## src/rtl/decode_queue.sv

```systemverilog
// decode_queue: buffered RV32I decode stage with FIFO, registered issue slot, flush and global stall
package decode_queue_pkg;
  typedef logic [5:0] openum_t;
  // Class bits sit above funct3 so most ops are a concatenation of fields
  localparam openum_t OPENUM_NOP = 6'd0, OPENUM_LUI = 6'd1, OPENUM_AUIPC = 6'd2, OPENUM_JAL = 6'd3,
    OPENUM_JALR = 6'd4, OPENUM_BEQ = 6'd8, OPENUM_BNE = 6'd9, OPENUM_BLT = 6'd12, OPENUM_BGE = 6'd13,
    OPENUM_BLTU = 6'd14, OPENUM_BGEU = 6'd15, OPENUM_LB = 6'd16, OPENUM_LH = 6'd17, OPENUM_LW = 6'd18,
    OPENUM_LBU = 6'd20, OPENUM_LHU = 6'd21, OPENUM_SB = 6'd24, OPENUM_SH = 6'd25, OPENUM_SW = 6'd26,
    OPENUM_ADDI = 6'd32, OPENUM_SLLI = 6'd33, OPENUM_SLTI = 6'd34, OPENUM_SLTIU = 6'd35,
    OPENUM_XORI = 6'd36, OPENUM_SRLI = 6'd37, OPENUM_ORI = 6'd38, OPENUM_ANDI = 6'd39,
    OPENUM_SRAI = 6'd45, OPENUM_ADD = 6'd48, OPENUM_SLL = 6'd49, OPENUM_SLT = 6'd50,
    OPENUM_SLTU = 6'd51, OPENUM_XOR = 6'd52, OPENUM_SRL = 6'd53, OPENUM_OR = 6'd54,
    OPENUM_AND = 6'd55, OPENUM_SUB = 6'd56, OPENUM_SRA = 6'd61;
  typedef struct packed {
    openum_t op;
    logic [4:0] rd;
    logic [4:0] rs1;
    logic [4:0] rs2;
    logic [31:0] imm;
    logic jump;
    logic store;
    logic load;
    logic branch;
    logic illegal;
  } dec_t;
  function automatic dec_t decode(input logic [31:0] i);
    dec_t d;
    logic [2:0] f3;
    logic [6:0] f7;
    logic bad;
    f3 = i[14:12];
    f7 = i[31:25];
    bad = 1'b0;
    d = '0;
    d.rd = i[11:7];
    d.rs1 = i[19:15];
    d.rs2 = i[24:20];
    case (i[6:0])
      7'h37: begin d.op = OPENUM_LUI; d.imm = {i[31:12], 12'b0}; end
      7'h17: begin d.op = OPENUM_AUIPC; d.imm = {i[31:12], 12'b0}; end
      7'h6f: begin d.op = OPENUM_JAL; d.imm = {{12{i[31]}}, i[19:12], i[20], i[30:21], 1'b0}; d.jump = 1'b1; end
      7'h67: begin d.op = OPENUM_JALR; d.imm = {{20{i[31]}}, i[31:20]}; d.jump = 1'b1; end
      7'h63: begin
        d.op = {3'b001, f3};
        d.imm = {{20{i[31]}}, i[7], i[30:25], i[11:8], 1'b0};
        d.rd = '0;
        d.jump = 1'b1;
        d.branch = 1'b1;
        bad = f3[2:1] == 2'b01;
      end
      7'h03: begin d.op = {3'b010, f3}; d.imm = {{20{i[31]}}, i[31:20]}; d.load = 1'b1; bad = f3 == 3'd3 || f3 > 3'd5; end
      7'h23: begin
        d.op = {3'b011, f3};
        d.imm = {{20{i[31]}}, i[31:25], i[11:7]};
        d.rd = '0;
        d.store = 1'b1;
        bad = f3 > 3'd2;
      end
      7'h13: begin
        d.op = {2'b10, f3 == 3'd5 && i[30], f3};
        d.imm = f3[1:0] == 2'b01 ? {27'b0, i[24:20]} : {{20{i[31]}}, i[31:20]};
        bad = f3 == 3'd1 ? f7 != 7'h00 : f3 == 3'd5 ? f7 != 7'h00 && f7 != 7'h20 : 1'b0;
      end
      7'h33: begin
        d.op = {2'b11, i[30], f3};
        bad = !(f7 == 7'h00 || (f7 == 7'h20 && (f3 == 3'd0 || f3 == 3'd5)));
      end
      default: bad = 1'b1;
    endcase
    // Illegal words keep their register fields but drop every other decode result
    if (bad) begin
      d.op = OPENUM_NOP;
      d.imm = '0;
      d.rd = i[11:7];
      {d.jump, d.store, d.load, d.branch} = '0;
      d.illegal = 1'b1;
    end
    return d;
  endfunction
endpackage

module decode_queue import decode_queue_pkg::*; #(
  parameter int DEPTH = 8,
  parameter int PTR_W = 3
) (
  input  logic        clk_in,
  input  logic        rst_in,
  input  logic        rdy_in,
  input  logic        flush_in,
  input  logic        in_valid,
  output logic        in_ready,
  input  logic [31:0] in_inst,
  input  logic [31:0] in_pc,
  input  logic        in_pred_taken,
  output logic        out_valid,
  input  logic        out_ready,
  output openum_t     out_openum,
  output logic [4:0]  out_rd,
  output logic [4:0]  out_rs1,
  output logic [4:0]  out_rs2,
  output logic [31:0] out_imm,
  output logic [31:0] out_pc,
  output logic        out_pred_taken,
  output logic        out_is_jump,
  output logic        out_is_store,
  output logic        out_is_load,
  output logic        out_is_branch,
  output logic        out_is_illegal
);
  localparam int CW = PTR_W + 1;
  typedef struct packed {
    dec_t dec;
    logic [31:0] pc;
    logic pred;
  } slot_t;
  logic [64:0] mem [DEPTH];
  logic [PTR_W-1:0] rd_ptr, wr_ptr;
  logic [PTR_W:0] count;
  slot_t slot;
  logic push, load_slot, from_fifo, bypass, wr_fifo;
  logic [64:0] src;
  assign in_ready = !count[PTR_W];
  assign push = in_valid && in_ready;
  assign load_slot = !out_valid || out_ready;
  assign from_fifo = load_slot && count != '0;
  assign bypass = load_slot && count == '0 && push;
  assign wr_fifo = push && !bypass;
  assign src = from_fifo ? mem[rd_ptr] : {in_pred_taken, in_pc, in_inst};
  always_ff @(posedge clk_in)
    if (rst_in && rdy_in && !flush_in && wr_fifo) mem[wr_ptr] <= {in_pred_taken, in_pc, in_inst};
  always_ff @(posedge clk_in) begin
    if (!rst_in) begin
      count <= '0;
      rd_ptr <= '0;
      wr_ptr <= '0;
      out_valid <= 1'b0;
      slot <= '0;
    end else if (rdy_in) begin
      if (flush_in) begin
        count <= '0;
        rd_ptr <= '0;
        wr_ptr <= '0;
        out_valid <= 1'b0;
      end else begin
        if (wr_fifo) wr_ptr <= wr_ptr + PTR_W'(1);
        if (from_fifo) rd_ptr <= rd_ptr + PTR_W'(1);
        count <= count + CW'(wr_fifo) - CW'(from_fifo);
        if (load_slot) out_valid <= from_fifo || bypass;
        if (from_fifo || bypass) slot <= '{dec: decode(src[31:0]), pc: src[63:32], pred: src[64]};
      end
    end
  end
  assign out_openum = slot.dec.op;
  assign out_rd = slot.dec.rd;
  assign out_rs1 = slot.dec.rs1;
  assign out_rs2 = slot.dec.rs2;
  assign out_imm = slot.dec.imm;
  assign out_pc = slot.pc;
  assign out_pred_taken = slot.pred;
  assign out_is_jump = slot.dec.jump;
  assign out_is_store = slot.dec.store;
  assign out_is_load = slot.dec.load;
  assign out_is_branch = slot.dec.branch;
  assign out_is_illegal = slot.dec.illegal;
endmodule

```

## config.mk

```make
export PLATFORM = sky130hd
export DESIGN_NAME = decode_queue
export DESIGN_NICKNAME = d
export VERILOG_FILES = /design/src/rtl/decode_queue.sv
export SDC_FILE = /design/constraint.sdc
export NUM_CORES = 1
export LEC_CHECK = 0
export BUFFER_PORTS_ARGS = -buffer_cell sky130_fd_sc_hd__clkbuf_2
export CORE_UTILIZATION = 40
export CTS_CLUSTER_SIZE = 16
export DETAILED_ROUTE_END_ITERATION = 8
export HOLD_SLACK_MARGIN = 0.12
export PLACE_DENSITY = 0.6
export SLEW_MARGIN = 20
export SYNTH_ARGS = -nofsm -noshare
export SYNTH_HDL_FRONTEND = slang
export SYNTH_SLANG_ARGS = --single-unit
```

## constraint.sdc

```tcl
create_clock -name clk_in -period 9.9 [get_ports clk_in]
set_input_delay 1.98 -clock clk_in [delete_from_list [all_inputs] [get_ports clk_in]]
set_output_delay 1.98 -clock clk_in [all_outputs]
set_load 0.1 [all_outputs]
```

Yosys cells after proc, flatten, opt, wreduce, memory -nomap -nowiden
Memory sizes are Yosys's and may differ from the RTL's. A register that Yosys moved wholly into a read port is not among the register bits.
Cells that the tools add are included.
{ "totals": {"register_bits": 102, "ram_bits": 520, "in_bits": 71, "out_inout_bits": 93, "wordCells": 107, "mem_count": 1} }
{ "classes": {"addsub": 4, "order_cmp": 2, "eq_ne": 16, "muxes": 29, "bitwise": 1, "reduce_logical": 38} }
{ "memory_table": {"columns": ["name", "depth", "width", "rd", "rd_ports_with_merged_regs", "write_ports", "line", "text"], "rows": [
  ["mem", 8, 65, 1, 1, 1, "116", "logic [64:0] mem [DEPTH];"]
]} }
{ "ops": {"columns": ["cell", "n"], "rows": [
  ["$pmux 32 s6", 1],
  ["$mux 65", 1],
  ["$pmux 6 s9", 1],
  ["$mux 37", 1],
  ["$mux 32", 1],
  ["$eq 7x6->1 const B", 4],
  ["$eq 7x7->1 const B", 3],
  ["$mux 3", 6],
  ["$eq 7x5->1 const B", 2],
  ["$mux 1", 14],
  ["$logic_and 1x1->1", 11],
  ["$mux 11", 1],
  ["$eq 7x2->1 const B", 1],
  ["$logic_not 7->1", 1],
  ["$ne 7x6->1 const B", 1],
  ["$reduce_bool 7->1", 1],
  ["$add 3x1->3 const B", 2],
  ["$pmux 1 s6", 1],
  ["$reduce_and 2->1", 3],
  ["$reduce_bool 2->1", 3],
  ["$reduce_or 2->1", 3],
  ["$logic_not 1->1", 5],
  ["$logic_or 1x1->1", 5],
  ["$mux 5", 1],
  ["other kinds (16)", 17]
]} }

Depth between registers and ports, before layout
{ "depth": {"depth_word": 15, "mapped_depth": 16, "ltp_nobuf": 13} }

Worst setup path before layout
Ideal clock, no wire load.
{ "synth_timing": {"kind": "input-to-reg", "from": "in out_ready", "to": "mem mem[0][0] (enable)", "t_arrival_ns": 7.351, "t_required_ns": 9.332, "path_slack_ns": 1.981, "path_stages": 6, "cell_sequence": "nand2b_1 -> a21oi_1 -> inv_1 -> nor2_1 -> nand3_1 -> nor3_1"} }
{ "synth_via": {"elab_chain_len": 8} }
{ "synth_lines": {"columns": ["element", "line", "text"], "rows": [
  ["from (decl)", "96", "input logic out_ready,"],
  ["$logic_or 1x1->1", "124", "assign load_slot = !out_valid || out_ready;"],
  ["$logic_and 1x1->1 (2 in series)", "126", "assign bypass = load_slot && count == '0 && push;"],
  ["$logic_not 1->1", "127", "assign wr_fifo = push && !bypass;"],
  ["$logic_and 1x1->1", "127", null],
  ["$logic_and 1x1->1", "130", "if (rst_in && rdy_in && !flush_in && wr_fifo) mem[wr_ptr] <= {in_pred_taken, in_pc, in_inst};"],
  ["$mux 1", "130", null],
  ["$mux 1 (not written as such)", "130", null],
  ["to (decl)", "116", null]
]} }
No other way between the ends.

==> flow_metrics.tcl <==
set metrics [dict create \
    power.leakage_nw 9.02 \
    h_tree_levels 3 \
    syn_area_um2 24500 \
    maxCapViolCount 0 \
    final_hold_viol_count 0 \
    finalClockSkew_ns 0.0240 \
    cts_num_sinks 625 \
    floorplan.rows 90 \
    post-cts-setup-buffers 0 \
    signed_area_change_from_the_synthesized_netlist_to_the_final_layout_pct 15.4 \
    drt-wirelength-per-cell_um 24.3 \
    yosys_warnings 0 \
    critical_path_peak_fanout 55 \
    core_outline_area_um2 60500 \
    slew_viol_final 0 \
    starting_density_of_the_core_pct 40.5 \
    yosysTopAreaCellShare_pct 63.7 \
    largest_area_contributor_in_the_synthesized_netlist "sky130_fd_sc_hd__edfxtp_1" \
    holdPathEnd "out_imm[18]" \
    die_height_um 249 \
    fin_hold_ws_ns 0.450 \
    power_density_over_the_cells_nw_per_um2 256 \
    cts.clk_slew.worst_paths_ns 0.06 \
    hold_path_class "reg -> reg" \
    grt_antenna_before_repair 3 \
    postRouteAntennaNets 0 \
    drt-vias-per-instance 5.59 \
    grt_use_total_pct 19.2 \
    critical_path.endpoint_type "register" \
    postSynthCellCount 1426 \
    postRouteWirelength_um 58900 \
    synth_seq_cells 625 \
    final_nets 1674 \
    synth.distinct_cells 57 \
    fin_crit_sh_pct 57.4 \
    gr-total-overflow 0 \
    worst_slew_pin_slew_ns 1.10 \
    maximum_resistive_drop_on_vdd_v 0.000186 \
    detail_route.drc_violations 0 \
    grt_setup_unrepaired "no" \
    placed_area_um2 26200 \
    relSlewSlack_pct 25.9 \
    tritoncts.num_buffers 66 \
    worstRegToRegCells 9 \
    ctsRootBufferMaster "sky130_fd_sc_hd__clkbuf_16" \
    die_area_um2 62200 \
    io-pin-count 164 \
    synthArstFlopShare_pct 0 \
    run_status "completed" \
    finish.instance_area_um2 28300 \
    critical_path_arrival_ns 6.16 \
    fillers 5126 \
    r2r_slack_ns 4.22 \
    tritoncts "done" \
    postCtsResizedCells 0 \
    place_hpwl_um 34000 \
    yosysSeqAreaShare_pct 72.3 \
    worst_r2r_endpoint "out_imm[6]" \
    die_width_um 249 \
    postCtsHoldBufs 0 \
    synth_flop_cell "sky130_fd_sc_hd__edfxtp_1" \
    drt_pass1_iterations 5 \
    maxClockFrequency_ghz 0.176 \
    via_count 13600 \
    cts-root-to-sink-buffers 3 \
    clock_insertion_delay_worst_skew_ns 0.60 \
    final_layout_size_suffix_gt1_share_pct 26.9 \
    hold_depth 2 \
    mappedNetlistNets 1505 \
    timing.critical_path.from_type "register" \
    setup_total_negative_slack_ns 0 \
    finalSetupViolations 0 \
    timing.hold.worst.start "out_imm[18]" \
    global_route_wire_length_before_repair_um 89000 \
    yosys-top-cells-area "sky130_fd_sc_hd__edfxtp_1 64%, sky130_fd_sc_hd__mux4_2 9.7%, sky130_fd_sc_hd__dfxtp_1 8.6%" \
    min_period_ns 5.68 \
    worstSetupPathType "reg -> reg" \
    drt_iter0_drc 1212 \
    syn_avg_cell_area_um2 17.2 \
    port-buffer-count 163 \
    place_congestion 0.918 \
    grt_start_max_net_pins 62 \
    critical_path_required_ns 10.38 \
    edff_count_synth 520 \
    first_global_vias 13900 \
]
[state kept, by name (all words and copies together) (netlist names), 3 cells and up, named ones only]
name / flops
rd_ptr: 3
out_pc: 32
count: 4
out_rd: 5
out_openum: 6
wr_ptr: 3
mem: 520
out_rs2: 5
out_imm: 32
out_rs1: 5
[worst max-delay path by stage]
| stage | to | slack, ns |
|---|---|---|
| after floorplan | mem[0][0] | 1.98 |
| after global placement | out_imm[22] | 3.59 |
| after detailed placement | out_imm[6] | 3.46 |
| after CTS | out_imm[6] | 3.92 |
| after global routing | out_imm[6] | 3.64 |
| final | out_imm[6] | 4.22 |
[critical path, cell delays in order, from the launching register on]
cell and delay [ns]:
sky130_fd_sc_hd__dfxtp_4 0.96, sky130_fd_sc_hd__buf_4 0.91, sky130_fd_sc_hd__buf_4 0.82, sky130_fd_sc_hd__mux4_2 0.37, sky130_fd_sc_hd__nor2_1 0.04, sky130_fd_sc_hd__a21oi_1 0.43, sky130_fd_sc_hd__nand2_1 0.10, sky130_fd_sc_hd__o311a_1 0.39
sky130_fd_sc_hd__or4_2 1.01, sky130_fd_sc_hd__o31ai_1 0.37
[cell usage after synthesis (7+ instances only)]
cell and n:
sky130_fd_sc_hd__o31ai_1 9, sky130_fd_sc_hd__mux4_2 106, sky130_fd_sc_hd__nand3_1 10, sky130_fd_sc_hd__o21ai_0 37, sky130_fd_sc_hd__a22o_1 12, sky130_fd_sc_hd__nor3b_1 37
sky130_fd_sc_hd__nand2_1 95, sky130_fd_sc_hd__o21ai_1 28, sky130_fd_sc_hd__a221oi_1 39, sky130_fd_sc_hd__edfxtp_1 520, sky130_fd_sc_hd__a21oi_1 46, sky130_fd_sc_hd__mux2i_1 60
sky130_fd_sc_hd__nor2_1 64, sky130_fd_sc_hd__nor3_1 12, sky130_fd_sc_hd__clkbuf_1 55, sky130_fd_sc_hd__a21boi_0 15, sky130_fd_sc_hd__buf_1 11, sky130_fd_sc_hd__buf_2 13
sky130_fd_sc_hd__a22oi_1 7, sky130_fd_sc_hd__dfxtp_1 105, sky130_fd_sc_hd__nor2b_1 9, sky130_fd_sc_hd__o31ai_2 7, sky130_fd_sc_hd__mux2_2 36, sky130_fd_sc_hd__inv_1 14
sky130_fd_sc_hd__ha_1 7
[cells in the final DEF, fill, tap and decap left out, types with 9 or more instances in the layout]
master / netlist / final
sky130_fd_sc_hd__edfxtp_1: 520 / 520
sky130_fd_sc_hd__o31ai_1: 9 / 9
sky130_fd_sc_hd__nand3_1: 10 / 10
sky130_fd_sc_hd__o21ai_0: 37 / 37
sky130_fd_sc_hd__clkbuf_2: 0 / 163
sky130_fd_sc_hd__clkbuf_1: 55 / 22
sky130_fd_sc_hd__mux2i_1: 60 / 60
sky130_fd_sc_hd__buf_4: 1 / 24
sky130_fd_sc_hd__nor2b_1: 9 / 9
sky130_fd_sc_hd__o21ai_1: 28 / 28
sky130_fd_sc_hd__mux2_2: 36 / 36
sky130_fd_sc_hd__nor3_1: 12 / 10
sky130_fd_sc_hd__nor3b_1: 37 / 36
sky130_fd_sc_hd__nand2_1: 95 / 95
sky130_fd_sc_hd__clkbuf_16: 0 / 67
sky130_fd_sc_hd__a21boi_0: 15 / 15
sky130_fd_sc_hd__a22o_1: 12 / 12
sky130_fd_sc_hd__a21oi_1: 46 / 46
sky130_fd_sc_hd__inv_1: 14 / 14
sky130_fd_sc_hd__mux4_2: 106 / 106
sky130_fd_sc_hd__nor2_1: 64 / 58
sky130_fd_sc_hd__dfxtp_1: 105 / 102
sky130_fd_sc_hd__a221oi_1: 39 / 39
sky130_fd_sc_hd__clkbuf_8: 0 / 9
[cell type report]
type	count	area [um2]	area share, %
diodes	2	5.00	0.0177
inverters	14	52.6	0.186
multi-input cells	701	6420	22.7
repair buffers	187	996	3.52
clock buffers	98	1880	6.66
flip-flops and latches	625	17700	62.7
well taps	782	978	3.46
clock inverters	19	210	0.744
[cell families (layout without fill, tap and decap cells)]
kind of cell	count (synthesis)	after routing	synth area share, %
AOI/OAI and AO/OA	231	231	6.42
xor gates and xnor gates	3	3	0.107
adders and majority gates	8	8	0.439
buffers and inverters	100	318	1.80
DFF	625	625	72.3
muxes	202	202	13.8
other	0	2	0
and+or+nand+nor	257	257	5.07
[routing by layer]
layer  track usage [%]  wire length, um  vias up
met3              4.65             4190       98
met1              26.8            25800     6956
met2              30.4            27800      474
met4              4.53             1070        6
li1                  -                -     6036
met5                 0               48        -
[stage by stage]
stage	worst slack [ns]	utilization [%]	power (mW)	instances
CTS	3.92	46.7	7.30	2426
detailed placement	3.46	43.3	4.90	2309
global route	3.64	46.7	7.55	2426
global placement	3.59	43.3	4.88	2309
finish	4.22	46.8	7.24	2428
floorplan	1.98	-	4.38	1426
[where the power goes]
group	total [mW]	switching [mW]	internal, mW
logic	1.86	1.37	0.493
clock network	2.40	0.977	1.42
registers	2.98	0.0667	2.92
(Power assumes the default switching activity.)
